`src/rtl/csr_stream_arb_demux.sv`:
```
// csr_stream_arb_demux
// Handshake fabric for the accelerator CSR path:
//   - request side: select-driven 1-to-NumOut valid/ready demultiplexer
//     (stateless, purely combinational; payload is broadcast elsewhere)
//   - response side: NumInp-to-1 round-robin arbiter that locks its grant
//     while the downstream stalls, so a presented beat never changes.
module csr_stream_arb_demux #(
    parameter int unsigned NumOut    = 2,
    parameter int unsigned NumInp    = 2,
    parameter int unsigned DataWidth = 32,
    parameter int unsigned SelWidth  = (NumOut > 1) ? $clog2(NumOut) : 1
) (
    input  logic                          clk_i,
    input  logic                          rst_ni,
    // request demux
    input  logic                          req_valid_i,
    output logic                          req_ready_o,
    input  logic [SelWidth-1:0]           req_sel_i,
    output logic [NumOut-1:0]             req_valid_o,
    input  logic [NumOut-1:0]             req_ready_i,
    // response arbiter
    input  logic [NumInp*DataWidth-1:0]   rsp_data_i,
    input  logic [NumInp-1:0]             rsp_valid_i,
    output logic [NumInp-1:0]             rsp_ready_o,
    output logic [DataWidth-1:0]          rsp_data_o,
    output logic                          rsp_valid_o,
    input  logic                          rsp_ready_i
);

    localparam int unsigned PtrWidth = (NumInp > 1) ? $clog2(NumInp) : 1;

    // ------------------------------------------------------------------
    // Request demux
    // ------------------------------------------------------------------
    // One-hot decode of the select; an out-of-range select hits nothing,
    // which leaves every valid low and the upstream ready low (stall).
    logic [NumOut-1:0] sel_hit;

    genvar gi;
    generate
        for (gi = 0; gi < NumOut; gi++) begin : g_sel_dec
            assign sel_hit[gi] = (req_sel_i == SelWidth'(gi));
        end
    endgenerate

    assign req_valid_o = {NumOut{req_valid_i}} & sel_hit;
    assign req_ready_o = |(req_ready_i & sel_hit);

    // ------------------------------------------------------------------
    // Response arbiter state
    // ------------------------------------------------------------------
    logic [PtrWidth-1:0]  ptr_q, ptr_d;
    logic                 locked_q, locked_d;
    logic [PtrWidth-1:0]  lock_idx_q, lock_idx_d;

    logic                 hi_found, lo_found;
    logic [PtrWidth-1:0]  hi_idx, lo_idx;
    logic [PtrWidth-1:0]  rr_idx;
    logic [PtrWidth-1:0]  grant_idx;
    logic                 sel_valid;
    logic [DataWidth-1:0] sel_data;
    logic                 arb_valid;
    logic [DataWidth-1:0] arb_data;
    logic [NumInp-1:0]    arb_ready;

    // Round-robin search split in two halves: the lowest valid index at or
    // above the pointer wins; otherwise the lowest valid index below it.
    // Scanning downwards leaves the lowest match in each half.
    always_comb begin
        hi_found = 1'b0;
        lo_found = 1'b0;
        hi_idx   = '0;
        lo_idx   = '0;
        for (int i = NumInp - 1; i >= 0; i--) begin
            if (rsp_valid_i[i]) begin
                if (PtrWidth'(i) >= ptr_q) begin
                    hi_found = 1'b1;
                    hi_idx   = PtrWidth'(i);
                end else begin
                    lo_found = 1'b1;
                    lo_idx   = PtrWidth'(i);
                end
            end
        end
        rr_idx = hi_found ? hi_idx : lo_idx;
    end

    // Grant is frozen on the locked index during a stall, else round-robin.
    assign grant_idx = locked_q ? lock_idx_q : rr_idx;

    // Select the granted input's valid and payload with a decoded mux so
    // no variable part-select is needed.
    always_comb begin
        sel_valid = 1'b0;
        sel_data  = '0;
        for (int i = 0; i < NumInp; i++) begin
            if (PtrWidth'(i) == grant_idx) begin
                sel_valid = rsp_valid_i[i];
                sel_data  = rsp_data_i[i*DataWidth +: DataWidth];
            end
        end
    end

    // Output valid never looks at rsp_ready_i; data is zeroed when idle.
    assign arb_valid = locked_q ? sel_valid : (|rsp_valid_i);
    assign arb_data  = arb_valid ? sel_data : '0;

    generate
        for (gi = 0; gi < NumInp; gi++) begin : g_rdy
            assign arb_ready[gi] = (PtrWidth'(gi) == grant_idx) & rsp_ready_i & arb_valid;
        end
    endgenerate

    // Next-state: advance the pointer past the winner on a handshake, lock
    // on a stall, and drop a lock whose source withdrew its valid.
    always_comb begin
        ptr_d      = ptr_q;
        locked_d   = locked_q;
        lock_idx_d = lock_idx_q;
        if (arb_valid && rsp_ready_i) begin
            locked_d = 1'b0;
            ptr_d    = (grant_idx == PtrWidth'(NumInp - 1)) ? '0 : grant_idx + PtrWidth'(1);
        end else if (arb_valid) begin
            locked_d   = 1'b1;
            lock_idx_d = grant_idx;
        end else if (locked_q) begin
            locked_d = 1'b0;
        end
    end

    // Arbiter state registers; reset clears the lock immediately.
    always_ff @(posedge clk_i or negedge rst_ni) begin
        if (!rst_ni) begin
            ptr_q      <= '0;
            locked_q   <= 1'b0;
            lock_idx_q <= '0;
        end else begin
            ptr_q      <= ptr_d;
            locked_q   <= locked_d;
            lock_idx_q <= lock_idx_d;
        end
    end

    // A single-input arbiter degenerates to a straight wire.
    generate
        if (NumInp == 1) begin : g_pass
            assign rsp_data_o  = rsp_data_i[DataWidth-1:0];
            assign rsp_valid_o = rsp_valid_i[0];
            assign rsp_ready_o = rsp_ready_i;
        end else begin : g_arb
            assign rsp_data_o  = arb_data;
            assign rsp_valid_o = arb_valid;
            assign rsp_ready_o = arb_ready;
        end
    endgenerate

endmodule

```
`config.mk`:
```
export PLATFORM = sky130hd
export DESIGN_NAME = csr_stream_arb_demux
export DESIGN_NICKNAME = d
export VERILOG_FILES = /design/src/rtl/csr_stream_arb_demux.sv
export SDC_FILE = /design/constraint.sdc
export NUM_CORES = 1
export LEC_CHECK = 0
export CAP_MARGIN = 20
export CORE_MARGIN = 5
export CORE_UTILIZATION = 21
export DETAILED_ROUTE_END_ITERATION = 10
export GPL_TIMING_DRIVEN = 0
export PLACE_DENSITY_LB_ADDON = 0.12
export SLEW_MARGIN = 20
export SYNTH_ARGS = -nofsm -noshare
export SYNTH_HDL_FRONTEND = slang
export SYNTH_SLANG_ARGS = --single-unit
export TNS_END_PERCENT = 100
```
`constraint.sdc`:
```
create_clock -name clk_i -period 1.7 [get_ports clk_i]
set_input_delay 0.34 -clock clk_i [delete_from_list [all_inputs] [get_ports clk_i]]
set_output_delay 0.34 -clock clk_i [all_outputs]
set_load 0.02 [all_outputs]
```
==> flow_metrics.env <==
export IMPL_vias=1318
export IMPL_fin_skew_ns=0.00695
export IMPL_max_cap_violations=0
export IMPL_final_area_um2=2080
export IMPL_status="complete, but fails checks"
export IMPL_p_leak_nw=0.921
export IMPL_via_per_inst=4.47
export IMPL_dpl_hpwl_um=2910
export IMPL_dr_pass1_iters=4
export IMPL_slew_headroom_pct=80.9
export IMPL_cts_sinks=3
export IMPL_portBuffers=110
export IMPL_die_area_um2=4350
export IMPL_grt_pass1_vias=1196
export IMPL_fin_cells=295
export IMPL_remaining_drc_errors=0
export IMPL_rsz0062_at_grt="true"
export IMPL_final_max_slew_viol_count=0
export IMPL_synth_cells=127
export IMPL_drt_total_wl_um=3670
export IMPL_final_cell_mix="clkdlybuf4s50_1 (69), nand2_1 (64), buf_4 (36)"
export IMPL_finalWorstSetupSlack_ns=-0.197
export IMPL_critPathMaxFanout=10
export IMPL_routedWlPerCell_um=12.4
export IMPL_fin_crit_sh_pct=112
export IMPL_violations="setup timing"
export IMPL_reg2reg_slack_ns=0.42
export IMPL_cts_root_buf="clkbuf_4"
export IMPL_syn_area_um2=658
export IMPL_cts_buffers=3
export IMPL_ir_drop_mv=0.475
export IMPL_powerDensity_nw_per_um2=673
export IMPL_clk_path_buf_depth=2
export IMPL_clock_latency_ns=0.23
export IMPL_row_count=20
export IMPL_min_path_type="in -> async"
export IMPL_antenna_cells=0
export IMPL_htreeDepth=1
export IMPL_reg2reg_depth=6
export IMPL_cts_tree="built"
export IMPL_postSynthRegisterBits=3
export IMPL_ys_seq_area_share_pct=11.4
export IMPL_dp_slack_ns=-1.08
export IMPL_switching_share_pct=44.4
export IMPL_antenna_found_initial=0
export IMPL_dieHeight_um=66.0
export IMPL_drive_gt1_share_pct=41.4
export IMPL_cts_clk_slew_worst_paths_ns=0.04
export IMPL_fin_tns_setup_ns=-6.07
export IMPL_p_total_mw=1.40
export IMPL_switchingPower_mw=0.621
export IMPL_initial_core_util_pct=21.7
export IMPL_final_common_cell="clkdlybuf4s50_1"
export IMPL_gp_congestion=0.705
export IMPL_max_freq_ghz=0.527
export IMPL_setup_viol=34
export IMPL_area_growth_pct=216
export IMPL_grt_max_degree=11
export IMPL_power_share_combinational_pct=83.3
export IMPL_avgSynthCellArea_um2=5.18
export IMPL_cts_hold_buf=0
export IMPL_syn_nets=200
export IMPL_fin_nets=325
export IMPL_io_pins=111
export IMPL_seqPwrFrac_pct=7.7
export IMPL_reg2reg_from="lock_idx_q$_DFFE_PN0P_"
export IMPL_regToRegEndpoint="ptr_q$_DFFE_PN0P_"
export IMPL_die_x_um=66.0
export IMPL_cp_required_ns=1.36
export IMPL_drtIter0Drc=49
export IMPL_track_usage_pct=15.0
export IMPL_dp_cells=281
export IMPL_worstMarginPinSlew_ns=0.286
export IMPL_crit_type="reg -> out"
export IMPL_yosysUniqueCellTypes=18
export IMPL_grt_pass1_wl_um=5270
export IMPL_p_clk_share_pct=9.0
export IMPL_worst_setup_path_start_kind="flop"
export IMPL_placed_area_um2=1930
export IMPL_coreArea_um2=3030
export IMPL_ant_nets=0
export IMPL_ys_warn_count=0
export IMPL_worstSetupEndpointType="primary output"
export IMPL_cp_arrival_ns=1.56
export IMPL_internal_power_mw=0.779
export IMPL_finalHoldViolations=0
export IMPL_grt_ovfl_total=0
export IMPL_period_minus_slack_ns=1.90
==> logic make-up (layout without fill, tap and decap cells) <==
| family | Yosys count | count (layout) | share of synthesized area, % |
|---|---|---|---|
| DFF | 3 | 3 | 11.4 |
| and+or+nand+nor | 74 | 74 | 45.2 |
| buffers and inverters | 10 | 134 | 7.41 |
| muxes | 1 | 1 | 1.71 |
| AOI/OAI and AO/OA | 39 | 39 | 34.2 |
==> power groups by stage <==
stage	combinational [mW]	clock [mW]	sequential, mW
5_1_grt	1.25	0.136	0.110
6_report	1.17	0.125	0.108
3_5_place_dp	1.06	0	0.103
3_3_place_gp	1.06	0	0.103
4_1_cts	1.15	0.131	0.106
2_1_floorplan	0.562	0	0.101
==> critical path, stage by stage, from the launching register on <==
cell and delay, ns:
dfrtp_2 0.49, nor2b_4 0.07, a22oi_2 0.16, buf_6 0.14, buf_6 0.13, nand2_1 0.07, a21oi_2 0.13, buf_6 0.13
==> worst max-delay path by stage <==
stage	startpoint	to	slack [ns]
2_1_floorplan	ptr_q$_DFFE_PN0P_	rsp_data_o[10]	0.06
3_3_place_gp	rsp_valid_i[1]	rsp_data_o[7]	-1.09
3_5_place_dp	rsp_valid_i[1]	rsp_data_o[7]	-1.08
4_1_cts	locked_q$_DFF_PN0_	rsp_data_o[27]	-0.20
5_1_grt	locked_q$_DFF_PN0_	rsp_data_o[23]	-0.29
6_report	locked_q$_DFF_PN0_	rsp_data_o[20]	-0.20
==> synth_stat cells <==
cell,number,area share (%)
a41oi_1,1,1.3
nor2_1,2,1.1
a21oi_1,33,25
nor2b_1,1,0.95
nor2b_2,1,1.3
o22ai_2,1,1.9
a21boi_1,1,1.1
a32o_1,1,1.5
a22o_1,1,1.3
a22oi_2,1,1.9
nand2b_1,2,1.9
nand2_1,65,37
and3_1,2,1.9
mux2_2,1,1.7
buf_2,9,6.8
dfrtp_1,3,11
and2_1,1,0.95
inv_2,1,0.57
==> state kept, by name, summed over array words and instances, names as in the netlist <==
| signal | count |
|---|---|
| lock_idx_q | 1 |
| locked_q | 1 |
| ptr_q | 1 |
==> stage by stage <==
| step | utilization (%) | hold slack (ns) |
|---|---|---|
| after floorplan | - | 0.0444 |
| after global placement | 63.6 | 0.494 |
| after detailed placement | 63.6 | 0.498 |
| after CTS | 67.4 | 0.280 |
| after global routing | 68.7 | 0.301 |
| final | 68.7 | 0.285 |
==> metal layers <==
metal	routed length, µm	GRT usage (%)
met1	1430	17.2
met2	1810	27.3
met3	430	4.59
met4	0	3.05
met5	0	0
==> layout make-up <==
class / count / area [µm²]
Timing Repair Buffer: 120 / 1110
Fill cell: 291 / 948
Multi-Input combinational cell: 114 / 709
Buffer: 9 / 101
Sequential cell: 3 / 76.3
Tap cell: 44 / 55.1
Clock buffer: 4 / 26.3
Inverter: 1 / 3.75
==> timing repair <==
action / CTS / global route
buffers inserted: 8 / 2
gates cloned: 0 / 0
gates resized for setup: 215 / 13
pin swaps: 2 / 1
endpoints found under the setup margin: 38 / 36
Note: power is estimated with default switching activity, not from simulation.
